## config.mk

```make
export PLATFORM = sky130hd
export DESIGN_NAME = comparador_sequencial_flat
export DESIGN_NICKNAME = d
export VERILOG_FILES = /design/src/rtl/comparador_sequencial_if.sv /design/src/rtl/comparador_sequencial.sv /design/src/flat_wrapper.sv
export SDC_FILE = /design/constraint.sdc
export NUM_CORES = 1
export LEC_CHECK = 0
export ABC_AREA = 1
export CAP_MARGIN = 20
export CELL_PAD_IN_SITES_DETAIL_PLACEMENT = 0
export CELL_PAD_IN_SITES_GLOBAL_PLACEMENT = 2
export CORE_MARGIN = 4
export CORE_UTILIZATION = 17
export CTS_BUF_LIST = sky130_fd_sc_hd__clkbuf_4 sky130_fd_sc_hd__clkbuf_8
export DETAILED_ROUTE_END_ITERATION = 8
export GPL_ROUTABILITY_DRIVEN = 0
export HOLD_SLACK_MARGIN = 0.06
export PLACE_DENSITY = 0.83
export SLEW_MARGIN = 40
export SYNTH_ARGS = -nofsm -noshare
export SYNTH_HDL_FRONTEND = slang
export SYNTH_SLANG_ARGS = --single-unit
```

## constraint.sdc

```tcl
create_clock -name clk -period 1.23 [get_ports clk]
set_input_delay 0.1845 -clock clk [delete_from_list [all_inputs] [get_ports clk]]
set_output_delay 0.1845 -clock clk [all_outputs]
set_load 0.05 [all_outputs]
```

## src/rtl/comparador_sequencial_if.sv

```systemverilog
// comparador_sequencial_if: user-side bus of the sequential code checker.
// The user (master) drives the digit stream and the secret. The checker
// (slave) returns its position, the attempt count and the status flags.
`timescale 1ns/1ps
interface comparador_sequencial_if #(
    parameter int WIDTH    = 3,
    parameter int DIGITS   = 4,
    parameter int MAX_TENT = 3
);
    localparam int IW = (DIGITS > 1) ? $clog2(DIGITS) : 1;
    localparam int TW = $clog2(MAX_TENT + 1);

    logic                    habilita;
    logic [WIDTH-1:0]        digito;
    logic                    digito_valido;
    logic                    limpar;
    logic [DIGITS*WIDTH-1:0] segredo;

    logic [IW-1:0]           indice;
    logic [TW-1:0]           tentativas;
    logic                    acerto;
    logic                    erro;
    logic                    desarmado;
    logic                    bloqueado;

    modport master (
        output habilita, digito, digito_valido, limpar, segredo,
        input  indice, tentativas, acerto, erro, desarmado, bloqueado
    );

    modport slave (
        input  habilita, digito, digito_valido, limpar, segredo,
        output indice, tentativas, acerto, erro, desarmado, bloqueado
    );
endinterface

```

## src/rtl/comparador_sequencial.sv

```systemverilog
// comparador_sequencial: checks a code entered one digit at a time against a
// secret. It produces one acerto/erro pulse per complete attempt. A correct
// code disarms the block, and MAX_TENT failed attempts lock it. Both terminal
// states stay in force until reset.
// Optional build macro COMPARADOR_TIMEOUT_DIGITO_EN: a partial attempt left
// idle for TIMEOUT_CICLOS cycles counts as a failed attempt.
`timescale 1ns/1ps
module comparador_sequencial #(
    parameter int WIDTH          = 3,
    parameter int DIGITS         = 4,
    parameter int MAX_TENT       = 3,
    parameter int TIMEOUT_CICLOS = 1000
) (
    input  logic                  clk,
    input  logic                  rst_n,
    comparador_sequencial_if.slave bus
);
    localparam int IW = (DIGITS > 1) ? $clog2(DIGITS) : 1;
    localparam int TW = $clog2(MAX_TENT + 1);

    typedef enum logic [1:0] {
        ENTRADA   = 2'd0,
        RESULTADO = 2'd1,
        DESARMADO = 2'd2,
        BLOQUEADO = 2'd3
    } estado_t;

    estado_t       r_estado, w_estado_prox;
    logic [IW-1:0] r_indice, w_indice_prox;
    logic [TW-1:0] r_tent,   w_tent_prox;
    // r_falha is sticky: it records any mismatch seen in the current attempt.
    logic          r_falha,  w_falha_prox;

    logic             w_aceita;
    logic             w_dif;
    logic [WIDTH-1:0] w_dig_segredo;

`ifdef COMPARADOR_TIMEOUT_DIGITO_EN
    localparam int CW = $clog2(TIMEOUT_CICLOS + 1);
    logic [CW-1:0] r_cnt, w_cnt_prox;
`else
    // Without the timeout feature, this parameter only exists to keep the
    // same port list. No logic is built from it.
    localparam int unused_timeout_ciclos = TIMEOUT_CICLOS;
`endif

    // Digit qualification and comparison against the expected secret digit.
    always_comb begin
        w_aceita      = bus.habilita && bus.digito_valido && !bus.limpar;
        w_dig_segredo = bus.segredo[int'(r_indice)*WIDTH +: WIDTH];
        w_dif         = (bus.digito != w_dig_segredo);
    end

    // State register. The reset forces a fresh, empty attempt, even from a
    // terminal state.
    always_ff @(posedge clk) begin
        if (!rst_n) begin
            r_estado <= ENTRADA;
            r_indice <= '0;
            r_tent   <= '0;
            r_falha  <= 1'b0;
`ifdef COMPARADOR_TIMEOUT_DIGITO_EN
            r_cnt    <= '0;
`endif
        end else begin
            r_estado <= w_estado_prox;
            r_indice <= w_indice_prox;
            r_tent   <= w_tent_prox;
            r_falha  <= w_falha_prox;
`ifdef COMPARADOR_TIMEOUT_DIGITO_EN
            r_cnt    <= w_cnt_prox;
`endif
        end
    end

    // Next-state logic: digit entry, attempt scoring and terminal states.
    always_comb begin
        w_estado_prox = r_estado;
        w_indice_prox = r_indice;
        w_tent_prox   = r_tent;
        w_falha_prox  = r_falha;
`ifdef COMPARADOR_TIMEOUT_DIGITO_EN
        w_cnt_prox    = r_cnt;
`endif
        case (r_estado)
            ENTRADA: begin
                if (bus.limpar) begin
                    // limpar beats a simultaneous strobe, and the attempt
                    // count is kept.
                    w_indice_prox = '0;
                    w_falha_prox  = 1'b0;
`ifdef COMPARADOR_TIMEOUT_DIGITO_EN
                    w_cnt_prox    = '0;
`endif
                end else if (w_aceita) begin
                    w_falha_prox = r_falha || w_dif;
`ifdef COMPARADOR_TIMEOUT_DIGITO_EN
                    w_cnt_prox   = '0;
`endif
                    if (r_indice == IW'(DIGITS - 1)) begin
                        // Last digit: score the attempt at this same edge.
                        w_indice_prox = '0;
                        w_estado_prox = RESULTADO;
                        if (r_falha || w_dif)
                            w_tent_prox = r_tent + TW'(1);
                    end else begin
                        w_indice_prox = r_indice + IW'(1);
                    end
                end
`ifdef COMPARADOR_TIMEOUT_DIGITO_EN
                else if (r_indice != '0) begin
                    // An idle partial attempt expires into a failed attempt.
                    if (r_cnt == CW'(TIMEOUT_CICLOS - 1)) begin
                        w_cnt_prox    = '0;
                        w_indice_prox = '0;
                        w_falha_prox  = 1'b1;
                        w_tent_prox   = r_tent + TW'(1);
                        w_estado_prox = RESULTADO;
                    end else begin
                        w_cnt_prox = r_cnt + CW'(1);
                    end
                end
`endif
            end
            RESULTADO: begin
                // Single pulse cycle. All inputs are ignored here.
                if (!r_falha)
                    w_estado_prox = DESARMADO;
                else if (r_tent >= TW'(MAX_TENT))
                    w_estado_prox = BLOQUEADO;
                else begin
                    w_estado_prox = ENTRADA;
                    w_falha_prox  = 1'b0;
                end
            end
            DESARMADO: w_estado_prox = DESARMADO;
            BLOQUEADO: w_estado_prox = BLOQUEADO;
            default:   w_estado_prox = ENTRADA;
        endcase
    end

    // Outputs are registered values or are decoded from the state.
    always_comb begin
        bus.indice     = r_indice;
        bus.tentativas = r_tent;
        bus.acerto     = (r_estado == RESULTADO) && !r_falha;
        bus.erro       = (r_estado == RESULTADO) &&  r_falha;
        bus.desarmado  = (r_estado == DESARMADO);
        bus.bloqueado  = (r_estado == BLOQUEADO);
    end
endmodule

```

## src/flat_wrapper.sv

```systemverilog
// flat-port wrapper written by rule: the top's interface ports become plain ports
module comparador_sequencial_flat 
#(
    parameter int WIDTH          = 3,
    parameter int DIGITS         = 4,
    parameter int MAX_TENT       = 3,
    parameter int TIMEOUT_CICLOS = 1000
)
  (clk, rst_n, bus_habilita, bus_digito, bus_digito_valido, bus_limpar, bus_segredo, bus_indice, bus_tentativas, bus_acerto, bus_erro, bus_desarmado, bus_bloqueado);
  comparador_sequencial_if #(.WIDTH(WIDTH), .DIGITS(DIGITS), .MAX_TENT(MAX_TENT)) bus_i ();
  input  logic clk;
  input  logic rst_n;
  input wire logic [$bits(bus_i.habilita)-1:0] bus_habilita;
  input wire logic [$bits(bus_i.digito)-1:0] bus_digito;
  input wire logic [$bits(bus_i.digito_valido)-1:0] bus_digito_valido;
  input wire logic [$bits(bus_i.limpar)-1:0] bus_limpar;
  input wire logic [$bits(bus_i.segredo)-1:0] bus_segredo;
  output wire logic [$bits(bus_i.indice)-1:0] bus_indice;
  output wire logic [$bits(bus_i.tentativas)-1:0] bus_tentativas;
  output wire logic [$bits(bus_i.acerto)-1:0] bus_acerto;
  output wire logic [$bits(bus_i.erro)-1:0] bus_erro;
  output wire logic [$bits(bus_i.desarmado)-1:0] bus_desarmado;
  output wire logic [$bits(bus_i.bloqueado)-1:0] bus_bloqueado;
  assign bus_i.habilita = bus_habilita;
  assign bus_i.digito = bus_digito;
  assign bus_i.digito_valido = bus_digito_valido;
  assign bus_i.limpar = bus_limpar;
  assign bus_i.segredo = bus_segredo;
  assign bus_indice = bus_i.indice;
  assign bus_tentativas = bus_i.tentativas;
  assign bus_acerto = bus_i.acerto;
  assign bus_erro = bus_i.erro;
  assign bus_desarmado = bus_i.desarmado;
  assign bus_bloqueado = bus_i.bloqueado;
  comparador_sequencial #(.WIDTH(WIDTH), .DIGITS(DIGITS), .MAX_TENT(MAX_TENT), .TIMEOUT_CICLOS(TIMEOUT_CICLOS)) u_core (.clk(clk), .rst_n(rst_n), .bus(bus_i));
endmodule
```

* Word-level counts from Yosys, hierarchy flattened *
Index checks and enable logic that the tools add are counted.

word-level totals
  register bits = 7
  input bits = 20
  output and inout bits = 8
  word-level logic and storage cells = 47

cells by class
  $add $sub $neg = 2
  multipliers = 1
  order comparisons = 1
  eq/ne operators = 9
  shifts and indexed selects = 1
  multiplexer cells = 14
  bitwise operators = 1
  reduce and logical (&&, ||, !) cells = 14

operators with widths
  kind                                                      count
  variable part select 12 x 32 -> 3 bit                     1
  2-to-1 mux 2 bit                                          8
  one-hot mux 2 bit (4 select lines)                        1
  == test 2 bit, second input constant                      3
  AND reduction 5 bit                                       1
  adder 2 x 1 -> 2 bit, second input constant               2
  logical AND 1 bit                                         4
  multiplier 2 x 2 -> 4 bit, second input constant          1
  2-to-1 mux 1 bit                                          4
  inequality test 2 x 1 -> 1 bit, second input constant     2
  AND reduction 2 bit                                       2
  nonzero test 2 bit                                        2
  inequality test 3 x 2 -> 1 bit, second input constant     1
  inequality test 3 bit                                     1
  AND reduction 3 bit                                       1
  == test 2 x 1 -> 1 bit, second input constant             1
  greater-or-equal comparator 2 bit, second input constant  1
  logical NOT 1 bit                                         2
  logical NOT 2 bit                                         1
  inequality test 2 bit, second input constant              1
  one-hot mux 1 bit (2 select lines)                        1
  logical OR 1 bit                                          1
  inverter 1 bit                                            1

* Logic depth before layout (Yosys ltp) *
Gate-level depths: netlist of run 1.

  depth after elaboration = 7
  depth in mapped cells = 12
  depth with buffers taken out = 12

* Worst setup path before layout of run 1 *
OpenSTA, ideal clock, no wires.

  path kind = register to register
  start = register u_core.r_indice[0] (netlist: u_core.bus.indice[0])
  end = register u_core.r_tent[0] (netlist: u_core.bus.tentativas[0])
  library setup time = 0.114 ns
  arrival time = 1.566 ns
  data required time = 1.116 ns
  path slack = -0.450 ns
  stages on the path, launching flop included = 12
  path buffers = 0
  clock period less this slack = 1.680 ns
  path through = dfxtp_1 -> inv_2 -> nand2_1 -> nand3_1 -> nand3_1 -> nand2_1 -> nor2_2 -> nand2_2 -> nand2_4 -> nand2_1 -> nand2_1 -> nor2_2

on the way
  cells in the longest elaborated chain, start to end = 5
  elaborated cells between the ends (all ways) = 6
  those cells by class = mul: 1; eq/ne: 2; shift: 1; reduce/logical: 2

RTL lines
  what                                    line                          source
  from (decl)                             comparador_sequencial.sv:29   logic [IW-1:0] r_indice, w_indice_prox;
  from (signal assigned)                  comparador_sequencial.sv:67   r_indice <= w_indice_prox;
  multiplier 2 x 2 -> 4 bit               comparador_sequencial.sv:50   w_dig_segredo = bus.segredo[int'(r_indice)*WIDTH +: WIDTH];
  variable part select 12 x 32 -> 3 bit   comparador_sequencial.sv:50
  inequality test 3 bit                   comparador_sequencial.sv:51   w_dif = (bus.digito != w_dig_segredo);
  logical OR 1 bit                        comparador_sequencial.sv:104  if (r_falha || w_dif)
  AND reduction 5 bit (no source line) *  n/a
  to (signal assigned)                    comparador_sequencial.sv:68   r_tent <= w_tent_prox;
  to (decl)                               comparador_sequencial.sv:30   logic [TW-1:0] r_tent, w_tent_prox;

Mark *: on every way between the ends. The rest lies on a longest branch, timed or not.
A chain may end at the register's enable or synchronous reset.

* Worst setup path after layout of run 1 *
  start = register u_core.r_indice[0] (netlist: u_core.bus.indice[0])
  end = register u_core.r_falha

on the way
  cells in the longest elaborated chain, start to end = 7

RTL lines
  what                                   line                         source
  multiplier 2 x 2 -> 4 bit              comparador_sequencial.sv:50
  variable part select 12 x 32 -> 3 bit  comparador_sequencial.sv:50
  inequality test 3 bit                  comparador_sequencial.sv:51
  logical OR 1 bit                       comparador_sequencial.sv:96  w_falha_prox = r_falha || w_dif;
  2-to-1 mux 1 bit                       comparador_sequencial.sv:95  end else if (w_aceita) begin
  2-to-1 mux 1 bit                       comparador_sequencial.sv:87  if (bus.limpar) begin
  one-hot mux 1 bit (2 select lines)     comparador_sequencial.sv:85  case (r_estado)
  to (signal assigned)                   comparador_sequencial.sv:69  r_falha <= w_falha_prox;
  to (decl)                              comparador_sequencial.sv:32  logic r_falha, w_falha_prox;

Every way passes these cells. The select of a mux whose other input is x is not followed.

==> run metrics, run 1 <==
critical path class=flip-flop to flip-flop; number of iterations in the first detailed-routing pass=3; type of element capturing the critical path=flip-flop; Pwr Density=579 nW/um^2; highest net fanout along the worst path=8; post-route worst hold slack=590 ps; Cell Int Power=0.495 mW; maximum level of the CTS H-tree=1; clk_lat worst skew=250 ps; clk slew on worst S/H paths=50 ps; overall routed net length=1830 um; launching instance or port of the critical path=u_core.bus.indice[0]$_SDFFE_PN0P_; run status=finished, violations left; DP Cell Count=172; area share of fa/ha/maj cells after synthesis=0.0463; Root Driver=sky130_fd_sc_hd__clkbuf_4; startpoint types=flip-flop; Distinct cells, synth=17; post-placement worst setup slack=-375 ps; cell area after layout=1190 sq um; final-layout setup total negative slack=-239 ps; net total in the final layout=160; clock tree from TritonCTS=built; share of final-layout standard cells stronger than drive strength 1=0.467; violations in the final reports=negative setup slack; Site Rows=20; die outline area=4150 sq um; R2R Path Start=u_core.bus.indice[0]$_SDFFE_PN0P_; Layout Area Growth over Synthesis=120%; number of hold violations in the final report=0; number of storage elements in the synthesis netlist=7; number of DRC violations after detailed routing=0; number of cell instances on the worst register-to-register path=10; vertical die dimension=64.4 um; largest cells by area after synthesis=sky130_fd_sc_hd__dfxtp_1 (26%), sky130_fd_sc_hd__nand2_1 (21%), sky130_fd_sc_hd__inv_1 (10%), sky130_fd_sc_hd__nand3_1 (9.3%), sky130_fd_sc_hd__nor2_1 (7.6%); cell taking the most area after synthesis=sky130_fd_sc_hd__dfxtp_1; count of buffers inserted at the top-level ports=27; number of nets in the synthesized netlist=116; Hold Path Class=primary input to flip-flop; post-detail-place hpwl=1390 um; max-slew headroom at the worst pin=0.862; wire length of the first global-routing pass=3150 um; num ports=28; Arr. time, crit path=1450 ps; maximum number of pins on one net before global-route repair=9; share of synthesized area spent on multiplexers=0; portion of the clock cycle consumed by the worst path in the final layout=1.06; area share of the largest cell type after synthesis=0.259; average vias per placed instance=4.01; capturing instance or port of the critical path=u_core.r_falha$_SDFFE_PN0P_; CTS hold repair buffers=0; Synth Instances=94; switching share of power=0.282; antenna fix cells=0; Crit Reg-Reg Endpoint=u_core.r_falha$_SDFFE_PN0P_; Placed Area=1020 sq um; peak clock frequency supported by timing=0.765 GHz; number of buffers between clock root and the deepest sink=2; total via count in the routed design=725; post-synthesis cell area=541 sq um; antenna viol nets, final=0; number of global-route vias before repair=786; Lkg Pwr=0.530 nW; worst-case vdd ir drop=0.000205 V; area share of xor/xnor cells in the synthesized design=0; Max Slew Vio Count=0; part of the power in registers=0.346; number of buffers added by the clock tree synthesis step=3; Final setup viols=5; WP data required=1380 ps; number of maximum-capacitance constraint violations=0; Non-Filler Instances=181; Simple-Gate Fraction of Synth Area=0.516; total global routing track utilization=0.0932; die width=64.4 um; dominant combinational cell family by area after synthesis=simple AND/OR/NAND/NOR gates; Clock Power Share=0.343; unrepaired setup endpoints after global routing=yes; initial detailed-routing violation count=21; transition time of the tightest slew-check pin=206 ps; starting density of the core=0.177; clock period minus worst slack=1310 ps; post-synthesis sequential area ratio=0.259; net load switching power=0.194 mW; number of antenna violations at the first check in global routing=0; global route overflow=0; number of synthesis warnings=0; Sink Count=7; logic gate share of total power=0.311; Floorplan Core Area=3050 sq um; clock tree skew after final layout=1.37 ps; mean instance size in the synthesized netlist=5.75 sq um; setup slack on the worst flop-to-flop path=-80 ps; routed len/inst=10.1 um; setup slack after layout=-76.7 ps; Synth Area in Compound Gates=0.0602
[cell type report]
cell class                 instances  area, sq um
clock buffer                       4         30.0
fill                             355         1860
inverter                          17         68.8
multi-input combinational         70          444
sequential                         7          150
tap                               44         55.1
timing repair buffer              39          440
[power groups by stage]
| stage | Combinational, mW | Clock [mW] | Sequential [mW] |
|---|---|---|---|
| finish | 0.214 | 0.236 | 0.238 |
| global route | 0.234 | 0.266 | 0.239 |
| CTS | 0.200 | 0.247 | 0.239 |
| detailed placement | 0.176 | 0 | 0.242 |
| global placement | 0.175 | 0 | 0.242 |
| floorplan | 0.0689 | 0 | 0.248 |
[timing repair]
action | in CTS | in global routing
gates resized for setup | 20 | 11
pin swaps | 3 | 5
buffers inserted | 3 | 2
setup endpoints to repair | 5 | 8
[metal layers]
| metal | routed length (um) | part of all wire | track usage | up-vias |
|---|---|---|---|---|
| met5 | 0 | 0 | 0 | - |
| met4 | 14 | 0.0076 | 0.0396 | 0 |
| met3 | 93 | 0.051 | 0.0211 | 2 |
| met2 | 982 | 0.54 | 0.165 | 18 |
| met1 | 742 | 0.41 | 0.106 | 329 |
| li1 | - | - | - | 376 |
[worst max-delay path, cell delays in order, from the launching register on]
cell and delay, ps:
sky130_fd_sc_hd__dfxtp_4 400, sky130_fd_sc_hd__inv_6 60, sky130_fd_sc_hd__nand2_2 70, sky130_fd_sc_hd__nand3_4 70, sky130_fd_sc_hd__nand3_2 70, sky130_fd_sc_hd__nand2_1 50
sky130_fd_sc_hd__nor2_2 110, sky130_fd_sc_hd__nand2_2 90, sky130_fd_sc_hd__buf_4 150, sky130_fd_sc_hd__nand3_2 60, sky130_fd_sc_hd__a21oi_2 50
[layout by cell type, fill, tap and decap left out, drive strengths merged]
cell type	Yosys	final
nand3b	1	1
clkbuf	0	4
dfxtp	7	7
buf	0	20
clkdlybuf4s50	0	19
a211oi	1	1
ha	2	2
a21oi	3	3
nor2	15	15
nor3	4	4
inv	17	17
nand3	10	10
o21ai	2	2
nand2	32	32
[cells by family after synthesis]
| family | Yosys count |
|---|---|
| AND/OR/NAND/NOR | 62 |
| buffers and inverters | 17 |
| adder cells (fa/ha/maj) | 2 |
| flip-flops | 7 |
| AO/OA/AOI/OAI | 6 |
[sequential cells by signal, summed over array words and instances (netlist names)]
| register | cells |
|---|---|
| u_core.bus.tentativas | 2 |
| u_core.r_estado | 2 |
| u_core.r_falha | 1 |
| u_core.bus.indice | 2 |
[worst min path at each step]
stage                                          startpoint                                    end  slack (ps)  cells past startpoint
floorplan                                           rst_n            u_core.r_falha$_SDFFE_PN0P_         310                      2
global placement    u_core.bus.tentativas[0]$_SDFFE_PN0P_  u_core.bus.tentativas[0]$_SDFFE_PN0P_         570                      3
detailed placement  u_core.bus.tentativas[1]$_SDFFE_PN0P_  u_core.bus.tentativas[1]$_SDFFE_PN0P_         590                      4
CTS                       u_core.r_estado[1]$_SDFFE_PN0P_        u_core.r_estado[1]$_SDFFE_PN0P_         580                      2
global route              u_core.r_estado[1]$_SDFFE_PN0P_        u_core.r_estado[1]$_SDFFE_PN0P_         600                      2
finish                                              rst_n      u_core.bus.indice[1]$_SDFFE_PN0P_         590                      3
[per-stage QoR]
stage / util / power, mW
global route: 0.389 / 0.739
CTS: 0.374 / 0.685
floorplan: - / 0.317
finish: 0.389 / 0.689
global placement: 0.334 / 0.417
detailed placement: 0.334 / 0.418
[synth_stat cells]
cell,count
sky130_fd_sc_hd__a211oi_1,1
sky130_fd_sc_hd__nand3b_1,1
sky130_fd_sc_hd__inv_1,15
sky130_fd_sc_hd__nand3_1,10
sky130_fd_sc_hd__nor3_1,4
sky130_fd_sc_hd__nor2_1,11
sky130_fd_sc_hd__inv_2,2
sky130_fd_sc_hd__dfxtp_1,7
sky130_fd_sc_hd__a21oi_1,3
sky130_fd_sc_hd__ha_1,2
sky130_fd_sc_hd__nor2_2,3
sky130_fd_sc_hd__o21ai_0,1
sky130_fd_sc_hd__nand2_2,1
sky130_fd_sc_hd__nand2_1,30
sky130_fd_sc_hd__nor2_4,1
sky130_fd_sc_hd__nand2_4,1
sky130_fd_sc_hd__o21ai_1,1
(Power assumes the default switching activity.)
==> run 2, diff against run 1 <==
--- a/config.mk
+++ b/config.mk
@@ -13,7 +13,6 @@
 export CORE_UTILIZATION = 17
 export CTS_BUF_LIST = sky130_fd_sc_hd__clkbuf_4 sky130_fd_sc_hd__clkbuf_8
 export DETAILED_ROUTE_END_ITERATION = 8
-export GPL_ROUTABILITY_DRIVEN = 0
 export HOLD_SLACK_MARGIN = 0.06
 export PLACE_DENSITY = 0.83
 export SLEW_MARGIN = 40
==> results of run 2 <==
The final DEF is identical to that of run 1; final timing and power are the same.
